### config.mk
export PLATFORM = sky130hd
export DESIGN_NAME = sdf_output_reorder
export DESIGN_NICKNAME = d
export VERILOG_FILES = /design/src/rtl/sdf_output_reorder_pkg.sv /design/src/rtl/sdf_reorder_bank.sv /design/src/rtl/sdf_output_reorder.sv
export SDC_FILE = /design/constraint.sdc
export NUM_CORES = 1
export LEC_CHECK = 0
export ABC_AREA = 1
export ABC_CLOCK_PERIOD_IN_PS = 8800
export CORE_ASPECT_RATIO = 0.75
export CORE_MARGIN = 4
export CORE_UTILIZATION = 65
export CTS_BUF_LIST = sky130_fd_sc_hd__clkbuf_4 sky130_fd_sc_hd__clkbuf_8
export CTS_CLUSTER_SIZE = 40
export DETAILED_ROUTE_END_ITERATION = 6
export GPL_TIMING_DRIVEN = 0
export PLACE_DENSITY_LB_ADDON = 0.15
export SLEW_MARGIN = 15
export SYNTH_ARGS = -nofsm -noshare
export SYNTH_HDL_FRONTEND = slang
export SYNTH_SLANG_ARGS = --single-unit
export TNS_END_PERCENT = 5
### constraint.sdc
create_clock -name clk -period 8.8 [get_ports clk]
set_clock_uncertainty 0.15 [all_clocks]
set_input_delay 2.64 -clock clk [delete_from_list [all_inputs] [get_ports clk]]
set_output_delay 2.64 -clock clk [all_outputs]
set_load 0.05 [all_outputs]
### src/rtl/sdf_output_reorder_pkg.sv
// Shared types and sizing helpers for the SDF output reorder buffer.
package sdf_output_reorder_pkg;

    localparam int unsigned DATA_WIDTH = 32;
    localparam int unsigned ADDR_WIDTH = 4;

    typedef logic                  bank_sel_t;
    typedef logic [DATA_WIDTH-1:0] coef_t;
    typedef logic [ADDR_WIDTH-1:0] addr_t;

    function automatic int unsigned depth_of(input int unsigned aw);
        return 32'(1) << aw;
    endfunction

    function automatic bank_sel_t flip_bank(input bank_sel_t b);
        return ~b;
    endfunction

endpackage

### src/rtl/sdf_reorder_bank.sv
// One ping-pong bank: single write port, registered read port, depth 2**address_width.
module sdf_reorder_bank
    import sdf_output_reorder_pkg::*;
#(
    parameter int unsigned data_width    = DATA_WIDTH,
    parameter int unsigned address_width = ADDR_WIDTH
) (
    input  logic                     clk,
    input  logic                     we,
    input  logic [address_width-1:0] waddr,
    input  logic [data_width-1:0]    wdata,
    input  logic                     re,
    input  logic [address_width-1:0] raddr,
    output logic [data_width-1:0]    rdata
);

    localparam int unsigned DEPTH = depth_of(address_width);

    logic [data_width-1:0] mem_q [DEPTH];
    logic [data_width-1:0] rdata_q;

    // Storage is intentionally not reset; validity is tracked by the control logic.
    always_ff @(posedge clk) begin
        if (we) begin
            mem_q[waddr] <= wdata;
        end
        if (re) begin
            rdata_q <= mem_q[raddr];
        end
    end

    assign rdata = rdata_q;

endmodule

### src/rtl/sdf_output_reorder.sv
// Ping-pong reorder buffer: captures scrambled SDF output by address and streams
// each completed polynomial out in natural order over valid/ready.
module sdf_output_reorder
    import sdf_output_reorder_pkg::*;
#(
    parameter int unsigned data_width    = DATA_WIDTH,
    parameter int unsigned address_width = ADDR_WIDTH
) (
    input  logic                     clk,
    input  logic                     rst,
    input  logic [data_width-1:0]    sdf_out,
    input  logic [address_width-1:0] out_address,
    input  logic                     data_valid,
    output logic [data_width-1:0]    dout,
    output logic [address_width-1:0] dout_index,
    output logic                     dout_valid,
    input  logic                     dout_ready,
    output logic                     frame_done,
    output logic                     overflow
);

    localparam logic [address_width-1:0] LAST_IDX = {address_width{1'b1}};

    bank_sel_t                  wbank_q, wbank_d;
    logic [address_width-1:0]   wcount_q, wcount_d;
    logic [1:0]                 full_q, full_d;
    logic                       overflow_q, overflow_d;
    bank_sel_t                  ibank_q, ibank_d;
    logic [address_width-1:0]   raddr_q, raddr_d;
    bank_sel_t                  rbank_q, rbank_d;
    logic                       s1_valid_q, s1_valid_d;
    logic [address_width-1:0]   s1_index_q, s1_index_d;
    bank_sel_t                  s1_bank_q, s1_bank_d;
    logic [data_width-1:0]      dout_q, dout_d;
    logic [address_width-1:0]   dout_index_q, dout_index_d;
    logic                       dout_valid_q, dout_valid_d;

    logic                       we0, we1, re0, re1;
    logic [data_width-1:0]      rdata0, rdata1;
    logic                       wr_ok, out_fire, load_out, issue;

    sdf_reorder_bank #(.data_width(data_width), .address_width(address_width)) u_bank0 (
        .clk   (clk),
        .we    (we0),
        .waddr (out_address),
        .wdata (sdf_out),
        .re    (re0),
        .raddr (raddr_q),
        .rdata (rdata0)
    );

    sdf_reorder_bank #(.data_width(data_width), .address_width(address_width)) u_bank1 (
        .clk   (clk),
        .we    (we1),
        .waddr (out_address),
        .wdata (sdf_out),
        .re    (re1),
        .raddr (raddr_q),
        .rdata (rdata1)
    );

    // Issue pointer (ibank) runs ahead of the release pointer (rbank) so the
    // next full bank starts reading while the previous one's tail still drains.
    always_comb begin
        wbank_d      = wbank_q;
        wcount_d     = wcount_q;
        full_d       = full_q;
        overflow_d   = overflow_q;
        ibank_d      = ibank_q;
        raddr_d      = raddr_q;
        rbank_d      = rbank_q;
        s1_valid_d   = s1_valid_q;
        s1_index_d   = s1_index_q;
        s1_bank_d    = s1_bank_q;
        dout_d       = dout_q;
        dout_index_d = dout_index_q;
        dout_valid_d = dout_valid_q;

        wr_ok    = data_valid & ~full_q[wbank_q];
        we0      = wr_ok & (wbank_q == 1'b0);
        we1      = wr_ok & (wbank_q == 1'b1);
        out_fire = dout_valid_q & dout_ready;
        load_out = s1_valid_q & (~dout_valid_q | dout_ready);
        issue    = full_q[ibank_q] & (~s1_valid_q | load_out);
        re0      = issue & (ibank_q == 1'b0);
        re1      = issue & (ibank_q == 1'b1);

        if (data_valid & full_q[wbank_q]) begin
            overflow_d = 1'b1;
        end
        if (wr_ok) begin
            if (wcount_q == LAST_IDX) begin
                full_d[wbank_q] = 1'b1;
                wbank_d         = flip_bank(wbank_q);
                wcount_d        = '0;
            end else begin
                wcount_d = address_width'(wcount_q + 1'b1);
            end
        end

        if (issue) begin
            s1_valid_d = 1'b1;
            s1_index_d = raddr_q;
            s1_bank_d  = ibank_q;
            if (raddr_q == LAST_IDX) begin
                raddr_d = '0;
                ibank_d = flip_bank(ibank_q);
            end else begin
                raddr_d = address_width'(raddr_q + 1'b1);
            end
        end else if (load_out) begin
            s1_valid_d = 1'b0;
        end

        if (load_out) begin
            dout_d       = (s1_bank_q == 1'b1) ? rdata1 : rdata0;
            dout_index_d = s1_index_q;
            dout_valid_d = 1'b1;
        end else if (out_fire) begin
            dout_valid_d = 1'b0;
        end

        if (out_fire && (dout_index_q == LAST_IDX)) begin
            full_d[rbank_q] = 1'b0;
            rbank_d         = flip_bank(rbank_q);
        end
    end

    always_ff @(posedge clk) begin
        if (rst) begin
            wbank_q      <= 1'b0;
            wcount_q     <= '0;
            full_q       <= '0;
            overflow_q   <= 1'b0;
            ibank_q      <= 1'b0;
            raddr_q      <= '0;
            rbank_q      <= 1'b0;
            s1_valid_q   <= 1'b0;
            s1_index_q   <= '0;
            s1_bank_q    <= 1'b0;
            dout_q       <= '0;
            dout_index_q <= '0;
            dout_valid_q <= 1'b0;
        end else begin
            wbank_q      <= wbank_d;
            wcount_q     <= wcount_d;
            full_q       <= full_d;
            overflow_q   <= overflow_d;
            ibank_q      <= ibank_d;
            raddr_q      <= raddr_d;
            rbank_q      <= rbank_d;
            s1_valid_q   <= s1_valid_d;
            s1_index_q   <= s1_index_d;
            s1_bank_q    <= s1_bank_d;
            dout_q       <= dout_d;
            dout_index_q <= dout_index_d;
            dout_valid_q <= dout_valid_d;
        end
    end

    assign dout       = dout_q;
    assign dout_index = dout_index_q;
    assign dout_valid = dout_valid_q;
    assign overflow   = overflow_q;
    // Marks the handshake itself, so it lines up with index N-1 on the bus.
    assign frame_done = dout_valid_q & dout_ready & (dout_index_q == LAST_IDX);

endmodule

Word-level counts from Yosys, hierarchy flattened
Memory sizes are Yosys's and may differ from the RTL's. A register that Yosys moved wholly into a read port is not among the register bits.
Index checks and enable logic that the tools add are counted.
- input port bits: 40
- memories: 2
- RAM bits: 1024
- logic and storage cells: 75
- register bits after elaboration: 57
- output and inout port bits: 39
- $add $sub $neg: 2
- equality and inequality tests: 3
- bitwise logic cells: 21
- mux-type cells: 22
- order comparisons: 5
- reduce and logical (&&, ||, !) cells: 7
- memories (name ; words ; bits a word ; read ports ; clocked after memory_dff ; write ports ; line ; source):
    u_bank0.mem_q ; 16 ; 32 ; 1 ; 1 ; 1 ; sdf_reorder_bank.sv:19 ; logic [data_width-1:0] mem_q [DEPTH];
    u_bank1.mem_q ; 16 ; 32 ; 1 ; 1 ; 1 ; sdf_reorder_bank.sv:19 ;
- operator list (kind ; count):
    32-bit 2-to-1 mux ; 1
    1-bit 2-to-1 mux ; 14
    4-bit equality test, second input constant ; 3
    1-bit AND ; 10
    4-bit by 1-bit adder with 4-bit output, second input constant ; 2
    4-bit 2-to-1 mux ; 2
    1-bit by 2-bit less-than comparator with 1-bit output, second input constant ; 3
    2-bit 2-to-1 mux ; 3
    1-bit NOT ; 6
    2-bit AND reduction ; 2
    2-bit nonzero test ; 2
    1-bit logical AND ; 3
    2-bit AND ; 1
    1-bit demux with 1-bit select ; 2
    1-bit greater-or-equal comparator, second input constant ; 2
    2-bit NOT ; 1
    1-bit OR ; 2
    2-bit OR ; 1

Depth between registers and ports, before layout
- depth in word-level cells: 9
- mapped depth: 11
- gate-level depth less buffers: 9

Modules after synthesis
From an unflattened synthesis, not the netlist that was laid out.
- cell total of the unflattened synthesis: 4638
- area, all modules: 48719.2 µm²
- by module, submodules not included (module ; area each (µm²) ; seq. area each (µm²) ; times used ; cells an instance):
    sdf_reorder_bank (u_bank0) ; 23065.9 ; 16335.7 ; 1 ; 2122
    sdf_reorder_bank (u_bank1) ; 23050.9 ; 16335.7 ; 1 ; 2120
    sdf_output_reorder ; 2602.5 ; 1141.1 ; 1 ; 396

Worst setup path after synthesis
OpenSTA, ideal clock, no wires.
- path kind: in2out
- from: input dout_ready
- to: output frame_done
- path buffers: 0
- stages: 4
- arrival time: 3150 ps
- path slack: 2860 ps
- required time: 6010 ps
- path through: nand2_1 -> inv_1 -> nand2_1 -> inv_1
- longest elaborated chain between the ends: 2
- RTL lines (item ; line ; source):
    start: declaration ; sdf_output_reorder.sv:17 ; input logic dout_ready,
    1-bit AND (2 in series) ; sdf_output_reorder.sv:166 ; assign frame_done = dout_valid_q & dout_ready & (dout_index_q == LAST_IDX);
    end: declaration ; sdf_output_reorder.sv:18 ; output logic frame_done,
No other way between the ends.

Worst setup path after layout
Same ends and word-level chain as after synthesis.

==> results_dict.tcl <==
set metrics [dict create \
    run_status "finished, violations left" \
    failed_checks "design-rule violations" \
    gate_count_after_technology_mapping 4630 \
    type_of_destination_of_the_critical_path "primary output" \
    ctsResizeCount 0 \
    area_delta_synth_final_pct 13.48 \
    buffer_ports.inserted 77 \
    number_of_buffers_on_the_longest_clock_path 3 \
    crit_arrival_ps 4310 \
    viasPerCell 5.724 \
    filler_cell_count 4766 \
    hold_viol_final 0 \
    whs_endpoint "dout[9]" \
    path_delay_family "buffers and inverters" \
    avgSynthCellArea_um2 10.36 \
    post-cts-setup-buffers 0 \
    cellPowerDensity_mw_per_mm2 191.4 \
    crit_fanout 2 \
    critPathLaunchType "primary input" \
    drt_pass1_iterations 7 \
    grt_remaining_overflow 0 \
    drtIter0Drc 5222 \
    maxSlewHeadroom_pct 20.68 \
    ys_types 25 \
    tritoncts "built" \
    setup_tns_final_ps 0 \
    grt_setup_unrepaired "false" \
    first_global_vias 32030 \
    max_slew.worst_pin.slew_ps 1190 \
    finalNetCount 4968 \
    worst_ep_required_time_ps 6010 \
    floorplan.rows 85 \
    number_of_buffers_inserted_during_clock_tree_synthesis 166 \
    synth-seq-cells 1145 \
    r2r_setup_slk_ps 5590 \
    final.min_clock_period_ps 7100 \
    half_perimeter_wire_length_after_detailed_placement_um 92140 \
    power.static_leakage_nw 22.50 \
    cts_root_buf "sky130_fd_sc_hd__clkbuf_8" \
    crit-reg2reg-launch "wbank_q" \
    share_of_synthesized_area_occupied_by_flip_flops_and_latches_pct 70.52 \
    clkSlewWorstSetupHoldPaths_ps 60 \
    dp_slack_ps 1731 \
    die_width_um 321.6 \
    ir_worst_vdd_mv 0.1802 \
    syn_nets 4672 \
    layout.area.seq_mm2 0.03381 \
    via_count 34400 \
    routabilityCongestion 0.9675 \
    finalSetupViolations 0 \
    coreArea_mm2 0.07243 \
    timing.max_cap.violations 0 \
    hold_class "reg2reg" \
    path_buf_inv 4 \
    grtUsageTotal_pct 35.26 \
    htree_levels 4 \
    final_critical_path_setup_slack_ps 1700 \
    path_cells "clkdlybuf4s50_1, nand2_1, inv_1, nand2_1, inv_1, clkdlybuf4s50_1" \
    multi_input_comb_area_mm2 0.01090 \
    die_area_mm2 0.07822 \
    drc 9 \
    fin_crit_sh_pct 80.68 \
    crit-reg2reg-capture "u_bank1.mem_q[3][17]" \
    synthesis.area_mm2 0.04795 \
    synth-warning-count 0 \
    tritoncts_num_sinks 1145 \
    drv_slew 0 \
    post_detailed_route_count_of_antenna_violating_nets 0 \
    cts_hold_repair.buffers 0 \
    setup.worst_path.class "in2out" \
    global_route_wire_length_before_repair_um 199800 \
    insertion_delay_ps 860 \
    fmaxAchievable_mhz 140.8 \
    floorplan.die.height_um 243.2 \
    timing.critical_path.slowest_stage_cell "sky130_fd_sc_hd__clkdlybuf4s50_1" \
    max_stage_delay_ps 810 \
    maximum_number_of_pins_on_one_net_before_global_route_repair 33 \
    routed_wl_um 137300 \
    io_pins 79 \
    r2r_cells 9 \
    min_from "dout[9]" \
    post_route_cells_drive_above_1_share_pct 10.66 \
    initial_core_util_pct 66.20 \
    post_drt_wl_per_cell_um 22.85 \
    grt_antenna_before_repair 7 \
    worstHoldPathCells 2 \
]
==> cell families (layout without fill, tap and decap cells) <==
logic type	Yosys count	in the layout	synth area share (%)
XOR/XNOR	2	2	0.03654
AND/OR/NAND/NOR	2465	2465	20.52
buffers and inverters	861	1278	7.249
adder cells (fa/ha/maj)	2	2	0.05218
other	0	6	0
flip-flops	1145	1145	70.52
AO/OA/AOI/OAI	155	155	1.626
==> stage by stage <==
step	util, %	std cells	power [mW]	hold slack [ps]	cell area, um2
after floorplan	-	4630	6.146	286.7	47950
after global placement	68.92	5664	6.287	304.5	49920
after detailed placement	70.68	5715	6.309	304.9	51190
after CTS	75.12	6004	10.41	314.2	54410
after global routing	75.11	6005	10.68	334.9	54400
final	75.12	6010	10.42	315.1	54410
==> sequential cells by signal (all words and copies together), names as in the netlist, 2 cells and up <==
register and count:
u_bank0.rdata 32, u_bank1.rdata 32, dout_index 4, full_q 2, u_bank1.mem_q 512, s1_index_q 4, dout 32, wcount_q 4
u_bank0.mem_q 512, raddr_q 4
==> worst max path at each step <==
stage / from / cells after the start / endpoint / slack [ps]
global route: dout_ready / 6 / frame_done / 1640
CTS: dout_ready / 6 / frame_done / 1710
floorplan: dout_ready / 4 / frame_done / 2860
finish: dout_ready / 6 / frame_done / 1700
detailed placement: dout_ready / 6 / frame_done / 1730
global placement: data_valid / 6 / u_bank1.mem_q[15][17] / 1550
==> worst register-to-register path: cells and delay by family, from the launching register on <==
| family | cells | cell delay (ps) |
|---|---|---|
| buffers and inverters | 4 | 1010 |
| DFF | 1 | 340 |
| and+or+nand+nor | 5 | 1400 |
==> placed cells by master, fill, tap and decap left out, types with 47 or more instances in the layout <==
| master | count |
|---|---|
| sky130_fd_sc_hd__nand2_1 | 1813 |
| sky130_fd_sc_hd__edfxtp_1 | 1088 |
| sky130_fd_sc_hd__inv_1 | 565 |
| sky130_fd_sc_hd__nand3_1 | 456 |
| sky130_fd_sc_hd__clkbuf_8 | 174 |
| sky130_fd_sc_hd__buf_2 | 167 |
| sky130_fd_sc_hd__nor2_1 | 158 |
| sky130_fd_sc_hd__clkinv_1 | 93 |
| sky130_fd_sc_hd__clkbuf_4 | 63 |
| sky130_fd_sc_hd__o21ai_1 | 61 |
| sky130_fd_sc_hd__dfxtp_1 | 57 |
| sky130_fd_sc_hd__o21ai_0 | 47 |
==> layout make-up <==
type	count	area share, %
antenna	6	0.02760
buffer	227	2.014
clock buffer	237	5.271
clock inverter	52	0.6462
inverter	634	4.374
multi-input combinational	2624	20.03
sequential	1145	62.14
tap	957	2.201
timing repair buffer	128	3.288
==> Yosys cell counts <==
library cell	count	area [um2]
sky130_fd_sc_hd__buf_4	20	150.1
sky130_fd_sc_hd__o21ai_0	47	235.2
sky130_fd_sc_hd__inv_2	2	7.510
sky130_fd_sc_hd__nand2_2	1	6.260
sky130_fd_sc_hd__nand2_1	1813	6805
sky130_fd_sc_hd__clkbuf_1	41	153.9
sky130_fd_sc_hd__dfxtp_1	57	1141
sky130_fd_sc_hd__a31oi_1	1	6.260
sky130_fd_sc_hd__inv_1	567	2128
sky130_fd_sc_hd__a21oi_1	45	225.2
sky130_fd_sc_hd__nor2_1	190	713.2
sky130_fd_sc_hd__nor2_2	1	6.260
sky130_fd_sc_hd__nand3b_1	1	7.510
sky130_fd_sc_hd__or2_2	1	6.260
sky130_fd_sc_hd__o21bai_1	1	7.510
sky130_fd_sc_hd__edfxtp_1	1088	32670
sky130_fd_sc_hd__o21ai_1	61	305.3
sky130_fd_sc_hd__nand3_1	456	2282
sky130_fd_sc_hd__nand4_1	1	6.260
sky130_fd_sc_hd__clkinv_1	65	244.0
sky130_fd_sc_hd__ha_1	2	25.02
sky130_fd_sc_hd__buf_1	31	116.4
sky130_fd_sc_hd__xor2_1	2	17.52
sky130_fd_sc_hd__buf_2	135	675.7
sky130_fd_sc_hd__nor3_1	1	5.000
==> report_power, final <==
group	total (mW)	internal, mW	switching [mW]
clock network	4.22	2.20	2.01
logic	0.207	0.0437	0.163
registers	5.99	5.99	0.00667
total	10.4	8.23	2.18
==> metal layers <==
layer,global-route usage [%],part of all wire [%],vias up
met4,16.88,4.5,2
met3,11.04,15,318
met1,49.27,37,16160
met5,0,0.055,-
met2,50.98,43,2402
li1,-,-,15520
Power figures use the tool's default switching activity.
